## config.mk

```make
export PLATFORM = sky130hd
export DESIGN_NAME = mac_out_serializer
export DESIGN_NICKNAME = d
export VERILOG_FILES = /design/src/rtl/mac_out_serializer.sv
export SDC_FILE = /design/constraint.sdc
export NUM_CORES = 1
export LEC_CHECK = 0
export BUFFER_PORTS_ARGS = -buffer_cell sky130_fd_sc_hd__buf_2
export CAP_MARGIN = 30
export CORE_ASPECT_RATIO = 1.75
export CORE_UTILIZATION = 50
export DETAILED_ROUTE_END_ITERATION = 10
export PLACE_DENSITY = 0.73
export REMOVE_ABC_BUFFERS = 1
export SLEW_MARGIN = 20
export SYNTH_ARGS = -nofsm -noshare
export SYNTH_HDL_FRONTEND = slang
export SYNTH_SLANG_ARGS = --single-unit
```

## constraint.sdc

```tcl
create_clock -name clk_i -period 4.15 [get_ports clk_i]
set_clock_uncertainty 0.05 [all_clocks]
set_input_delay 0.2075 -clock clk_i [delete_from_list [all_inputs] [get_ports clk_i]]
set_output_delay 0.2075 -clock clk_i [all_outputs]
set_load 0.005 [all_outputs]
```

## src/rtl/mac_out_serializer.sv

```systemverilog
// rtl/mac_out_serializer.sv - buffers 64-bit result words and emits them as two 32-bit beats per word
// Optional feature macro: MAC_SER_HALF_SWAP_EN (emit the upper half of each word first)
module mac_out_serializer #(
    parameter int FIFO_DEPTH = 4,
    parameter int LEN_WIDTH  = 16
) (
    input  logic                 clk_i,
    input  logic                 rst_i,
    input  logic                 clear_i,
    input  logic                 enable_i,
    input  logic                 start_i,
    input  logic [LEN_WIDTH-1:0] len_i,
    input  logic [63:0]          in_data_i,
    input  logic [7:0]           in_strb_i,
    input  logic                 in_valid_i,
    output logic                 in_ready_o,
    output logic [31:0]          out_data_o,
    output logic [3:0]           out_strb_o,
    output logic                 out_valid_o,
    input  logic                 out_ready_i,
    output logic                 busy_o,
    output logic                 done_o,
    output logic [LEN_WIDTH-1:0] word_cnt_o
);
    localparam int AW = (FIFO_DEPTH > 1) ? $clog2(FIFO_DEPTH) : 1;
    localparam logic [AW-1:0]        PTR_ONE  = AW'(1);
    localparam logic [AW:0]          CNT_ONE  = (AW+1)'(1);
    localparam logic [AW:0]          CNT_FULL = (AW+1)'(FIFO_DEPTH);
    localparam logic [LEN_WIDTH-1:0] LEN_ONE  = LEN_WIDTH'(1);
`ifdef MAC_SER_HALF_SWAP_EN
    localparam logic HALF_SWAP = 1'b1;
`else
    localparam logic HALF_SWAP = 1'b0;
`endif

    typedef enum logic [1:0] {
        S_IDLE,
        S_RUN,
        S_DONE
    } state_t;

    state_t state_q, state_d;

    // Each entry is {strb, data}; the FIFO head doubles as the output word register.
    logic [71:0]          mem [FIFO_DEPTH];
    logic [AW-1:0]        wr_ptr_q, rd_ptr_q;
    logic [AW:0]          count_q;
    logic                 half_q;
    logic [LEN_WIDTH-1:0] len_q, acc_cnt_q, word_cnt_q;

    logic        fifo_full, fifo_empty;
    logic        push, pop, out_fire, last_word, start_ok;
    logic        upper_sel;
    logic [71:0] head;

    assign fifo_full  = (count_q == CNT_FULL);
    assign fifo_empty = (count_q == '0);
    assign start_ok   = (state_q == S_IDLE) && start_i;

    assign in_ready_o  = (state_q == S_RUN) && enable_i && !fifo_full && (acc_cnt_q < len_q);
    assign push        = in_valid_i && in_ready_o;
    assign out_valid_o = (state_q == S_RUN) && !fifo_empty;
    assign out_fire    = out_valid_o && out_ready_i && enable_i;
    assign pop         = out_fire && half_q;
    assign last_word   = pop && (word_cnt_q == len_q - LEN_ONE);

    assign head       = mem[rd_ptr_q];
    assign upper_sel  = half_q ^ HALF_SWAP;
    assign out_data_o = !out_valid_o ? 32'h0 : (upper_sel ? head[63:32] : head[31:0]);
    assign out_strb_o = !out_valid_o ? 4'h0  : (upper_sel ? head[71:68] : head[67:64]);

    assign busy_o     = (state_q == S_RUN);
    assign done_o     = (state_q == S_DONE);
    assign word_cnt_o = word_cnt_q;

    always_comb begin
        state_d = state_q;
        case (state_q)
            S_IDLE: begin
                if (start_i) begin
                    state_d = (len_i != '0) ? S_RUN : S_DONE;
                end
            end
            S_RUN: begin
                if (last_word) begin
                    state_d = S_DONE;
                end
            end
            S_DONE:  state_d = S_IDLE;
            default: state_d = S_IDLE;
        endcase
    end

    always_ff @(posedge clk_i) begin
        if (rst_i || clear_i) begin
            state_q    <= S_IDLE;
            wr_ptr_q   <= '0;
            rd_ptr_q   <= '0;
            count_q    <= '0;
            half_q     <= 1'b0;
            len_q      <= '0;
            acc_cnt_q  <= '0;
            word_cnt_q <= '0;
        end else if (enable_i) begin
            state_q <= state_d;
            if (start_ok) begin
                len_q      <= len_i;
                acc_cnt_q  <= '0;
                word_cnt_q <= '0;
                half_q     <= 1'b0;
            end
            if (push) begin
                wr_ptr_q  <= wr_ptr_q + PTR_ONE;
                acc_cnt_q <= acc_cnt_q + LEN_ONE;
            end
            // The word leaves the FIFO only after its second beat is handed off.
            if (out_fire) begin
                half_q <= ~half_q;
            end
            if (pop) begin
                rd_ptr_q   <= rd_ptr_q + PTR_ONE;
                word_cnt_q <= word_cnt_q + LEN_ONE;
            end
            case ({push, pop})
                2'b10:   count_q <= count_q + CNT_ONE;
                2'b01:   count_q <= count_q - CNT_ONE;
                default: ;
            endcase
        end
    end

    always_ff @(posedge clk_i) begin
        if (push) begin
            mem[wr_ptr_q] <= {in_strb_i, in_data_i};
        end
    end

endmodule
```

Word-level counts from Yosys, hierarchy flattened
Memories as Yosys holds them, arrays and structs flattened. A register that Yosys moved wholly into a read port is not among the register bits. Index checks and enable logic that the tools add are counted.

Register bits after elaboration: 58. Memories: 1. ROM bits: 0. Output and inout bits: 56. RAM bits: 288. Bits in latches: 0. Logic and storage cells: 72.

Reduce and logical (&&, ||, !) cells: 28. Shift-type cells: 0. Order comparisons: 1. Add/subtract/negate cells: 7. $mul: 0. Bitwise logic cells: 1. Eq/ne operators: 8. Divide/modulo/power cells: 0. Mux-type cells: 18.

Memory list: mem (words 4, bits a word 72, read ports 1, clocked after Yosys merged registers in 1, wr ports 1, line 45) `logic [71:0] mem [FIFO_DEPTH];`.

Operators with widths (count): 32-bit two-way mux (2); 16-bit two-way mux (3); 16-bit by 1-bit adder with 16-bit output, second input constant (2); 16-bit equality test (1); 16-bit less-than comparator (1); 16-bit nonzero test (1); 16-bit by 1-bit subtractor with 16-bit output, second input constant (1); 2-bit AND reduction (7); 1-bit logical AND (10); 2-bit two-way mux (5); 4-bit two-way mux (2); 2-bit nonzero test (4); 3-bit case mux with 2 select lines (1); 2-bit by 1-bit adder with 2-bit output, second input constant (2); 2-bit by 1-bit equality test with 1-bit output, second input constant (2); 2-bit equality test, second input constant (2); 1-bit two-way mux (4); 2-bit case mux with 2 select lines (1); 3-bit by 1-bit adder with 3-bit output, second input constant (1); 3-bit equality test, second input constant (1); 3-bit logical NOT (1); 3-bit AND reduction (1); 3-bit by 1-bit subtractor with 3-bit output, second input constant (1); 1-bit logical NOT (2); 5 further kinds (5).

Logic depth before layout (Yosys ltp)
Word-level depth: 9. Gate-level depth with buffers: 18.

Worst setup path before layout
No wires, ideal clock.

Kind: register to register. Start point: register len_q[9]. End point: memory mem[0][0], enable pin. Data required time: 3.662 ns. Path buffers: 1. Data arrival time: 3.266 ns. Clock period less this slack: 3.754 ns. Path slack: 0.396 ns. Stages on the path, launching flop included: 9. Cell sequence: dfxtp_1 -> clkbuf_2 -> inv_1 -> ha_1 -> a21o_1 -> a21o_1 -> a21oi_1 -> o211a_1 -> and3_1.

Cells in the longest elaborated chain, start to end: 5.

Ends and longest elaborated chain: start, declared (line 49) `logic [LEN_WIDTH-1:0] len_q, acc_cnt_q, word_cnt_q;`; start signal, assigned (line 107) `len_q <= len_i;`; 16-bit less-than comparator (line 60) `assign in_ready_o = (state_q == S_RUN) && enable_i && !fifo_full && (acc_cnt_q < len_q);`; 1-bit logical AND (line 60); 1-bit logical AND (line 61) `assign push = in_valid_i && in_ready_o;`; 1-bit two-way mux (line 133) `if (push) begin`; 1-bit two-way mux (not written as such) (line 134) `mem[wr_ptr_q] <= {in_strb_i, in_data_i};`; end, declared (line 45).

Every way passes these cells.

Worst setup path after layout
Start point: register len_q[12]. End point: register count_q[2].

Cells in the longest elaborated chain, start to end: 6.

Ends and longest elaborated chain: 16-bit less-than comparator * (line 60); 1-bit logical AND * (line 60); 1-bit logical AND * (line 61); 2-bit by 1-bit equality test with 1-bit output or 2-bit equality test (tied branches) (line 124) `case ({push, pop})`; 2-bit nonzero test (no line); 2-bit AND reduction (no line); end signal, assigned (line 125) `2'b10: count_q <= count_q + CNT_ONE;`; end signal, assigned (line 126) `2'b01: count_q <= count_q - CNT_ONE;`; end, declared (line 47) `logic [AW:0] count_q;`.

Mark *: on every way between the ends. The rest lies on a longest branch, timed or not. A chain may end at the register's enable or synchronous reset.

==> out/qor.yml <==
cells_and_area:
  drive_gt1_frac: 0.2525
  fin_nets: 1304
  final_cell_mix: "288 x edfxtp_1, 150 x buf_2, 91 x dlygate4sd3_1"
  post-route-cell-area_mm2: 0.01789
  final_common_cell: "edfxtp_1"
  final_cells: 1587
  area_growth_pct: 22.01
grt:
  grt_pass1_wl_um: 50270
  first_global_vias: 9459
  grt_max_degree: 73
  antenna_found_initial: 1
  grtUsageTotal: 0.2187
  grt_overflow: 0
critical_path:
  rrSetupSlack_ns: 0.77
  critical_path_required_ns: 4.53
  critPathMaxFanout: 10
  worstSetupStartpointType: "flop"
  cp.arrival_ns: 3.76
  critPathKind: "flop to flop"
  endpoint_kind: "flop"
timing:
  setup_violations: 0
  period_share: 0.8142
  tightest_slew_ns: 0.8945
  max_freq_mhz: 295.9
  maxSlewViolCount: 0
  relSlewSlack: 0.4015
  fin_ws_ns: 0.7710
  finalHoldViolCount: 0
  min_period_ns: 3.379
  rsz0062_at_grt: "no"
place:
  dp_hpwl_um: 20260
  dp_slack_ns: 0.7745
  portBuffers: 150
  place_congestion: 0.9537
  dpl_cell_area_mm2: 0.01592
  place_inst: 1440
routing:
  first_iter_violations: 473
  wire_per_inst_um: 20.50
  ant_nets: 0
  drc: 0
  totalWireLength_um: 32530
  vias: 9023
  firstDrtPassIters: 5
  vias_per_cell: 5.686
clock_network:
  cts_buffers: 30
  postCtsSetupBuffers: 0
  htreeDepth: 1
  clkLatencyLatePin_ns: 0.57
  clockRootBuffer: "clkbuf_16"
  cts_max_path_buffers: 3
  tritoncts: "built"
  cts.sinks: 348
  cts.clk_slew.worst_paths_ns: 0.07
yosys:
  syn-cell-area_mm2: 0.01466
  synth_cell_types: 62
  synth_cells: 945
  synth_ff_type: "edfxtp_1"
  synth_edf_count: 288
  async_flop_share: 0
  syn_avg_cell_area_um2: 15.52
  ys_seq_area_frac: 0.6717
  ys_warn_count: 0
  synth_seq_cells: 348
run:
  cap_viol_max_count: 0
pwr:
  power_density_mw_per_mm2: 393.1
  p_leak_nw: 6.142
  combPwrFrac: 0.039
  power_switching_share: 0.1963
  power_frac_clock: 0.423
  switchingPower_mw: 1.381
  power_frac_seq: 0.539
  vdd_drop_max_uv: 439.9
  p_int_mw: 5.652
  power_mw: 7.032
floorplan:
  ios: 151
  core_area_mm2: 0.02873
  rows: 82
  dieArea_mm2: 0.03004
  die_x_um: 131.5
  initial_core_util: 0.5105
  die_h_um: 228.6
run_status:
  outcome: "finished clean"
min_path:
  hold_class: "input pin to flop"
[worst max-delay path, cell delays in order (launching register included)]
cell,delay (ns)
dfxtp_1,0.44
inv_1,0.07
ha_1,0.28
nand4_1,0.18
or3_1,0.41
o32a_2,0.41
and3_1,0.31
inv_2,0.09
ha_1,0.17
inv_1,0.06
fa_1,0.37
xnor2_1,0.14
nand2_1,0.08
xor2_1,0.14
nor2_1,0.05
[path summary, 6_finish.rpt]
kind	startpoint	end	cells past startpoint
worst max-delay path	len_q[12]	count_q[2]	14
worst min-delay path	start_i	state_q[1]	5
worst max register to register	len_q[12]	count_q[2]	14
worst min register to register	len_q[15]	len_q[15]	2
[through the flow]
step	setup TNS (ns)	utilization	hold slack (ns)
after floorplan	-0.2864	-	0.2564
after global placement	0	0.5527	0.3675
after detailed placement	0	0.5543	0.3724
after CTS	0	0.6227	0.03774
after global routing	0	0.6228	0.1594
final	0	0.6228	0.06868
[routing by layer]
layer | vias up | wire length (um) | track usage
met5 | - | 0 | 0
met4 | 0 | 1656 | 0.1257
met3 | 85 | 1539 | 0.03149
met2 | 303 | 17680 | 0.4117
met1 | 4496 | 11650 | 0.2291
li1 | 4139 | - | -
[timing repair]
item                      4_1_cts  5_1_grt
hold buffers                   91        0
gates resized for setup         0        0
hold endpoints to repair      308        0
[power by group through the flow]
stage          logic [mW]  clock network (mW)  registers (mW)
2_1_floorplan      0.0886                   0            3.87
3_3_place_gp        0.193                   0            3.86
3_5_place_dp        0.199                   0            3.86
4_1_cts             0.269                3.01            3.79
5_1_grt             0.295                3.13            3.79
6_report            0.273                2.97            3.79
[cell type report]
class,instances,area [um2]
multi-input combinational,523,4541
tap,378,473.0
antenna,1,2.502
clock inverter,21,266.5
sequential,348,9858
timing repair buffer,255,1862
clock buffer,34,787.0
inverter,27,101.3
fill,2098,10840
[state kept, by name, summed over array words and instances, names as in the netlist, named ones only]
signal      count
mem           288
acc_cnt_q      16
len_q          16
word_cnt_o     16
count_q         3
rd_ptr_q        2
state_q         2
wr_ptr_q        2
half_q          1
[cells by family (layout without fill, tap and decap cells)]
group | count (synthesis) | after routing | synth area share
AOI/OAI and AO/OA | 103 | 103 | 0.04488
xor gates and xnor gates | 32 | 32 | 0.01911
adders and majority gates | 24 | 24 | 0.02099
buffers and inverters | 74 | 337 | 0.02022
DFF | 348 | 348 | 0.6717
muxes | 115 | 115 | 0.1401
other | 0 | 1 | 0
and+or+nand+nor | 249 | 249 | 0.08302
[synthesized netlist by cell type, drive strengths merged, types with 6 or more instances]
master	instances	share of area
mux2i	41	0.028
and2	8	0.0034
buf	17	0.0055
nand2	61	0.016
xnor2	19	0.011
nor4	8	0.0044
mux4	72	0.11
o21ai	10	0.0034
a21oi	48	0.016
clkbuf	30	0.0078
nor3	8	0.0031
and3	12	0.0051
or3	7	0.0030
ha	23	0.020
edfxtp	288	0.59
nand4	20	0.0085
xor2	13	0.0078
nand3	21	0.0072
inv	27	0.0069
a21o	6	0.0031
dfxtp	60	0.082
nor2	78	0.020
a211oi	6	0.0034
(Power assumes the default switching activity.)
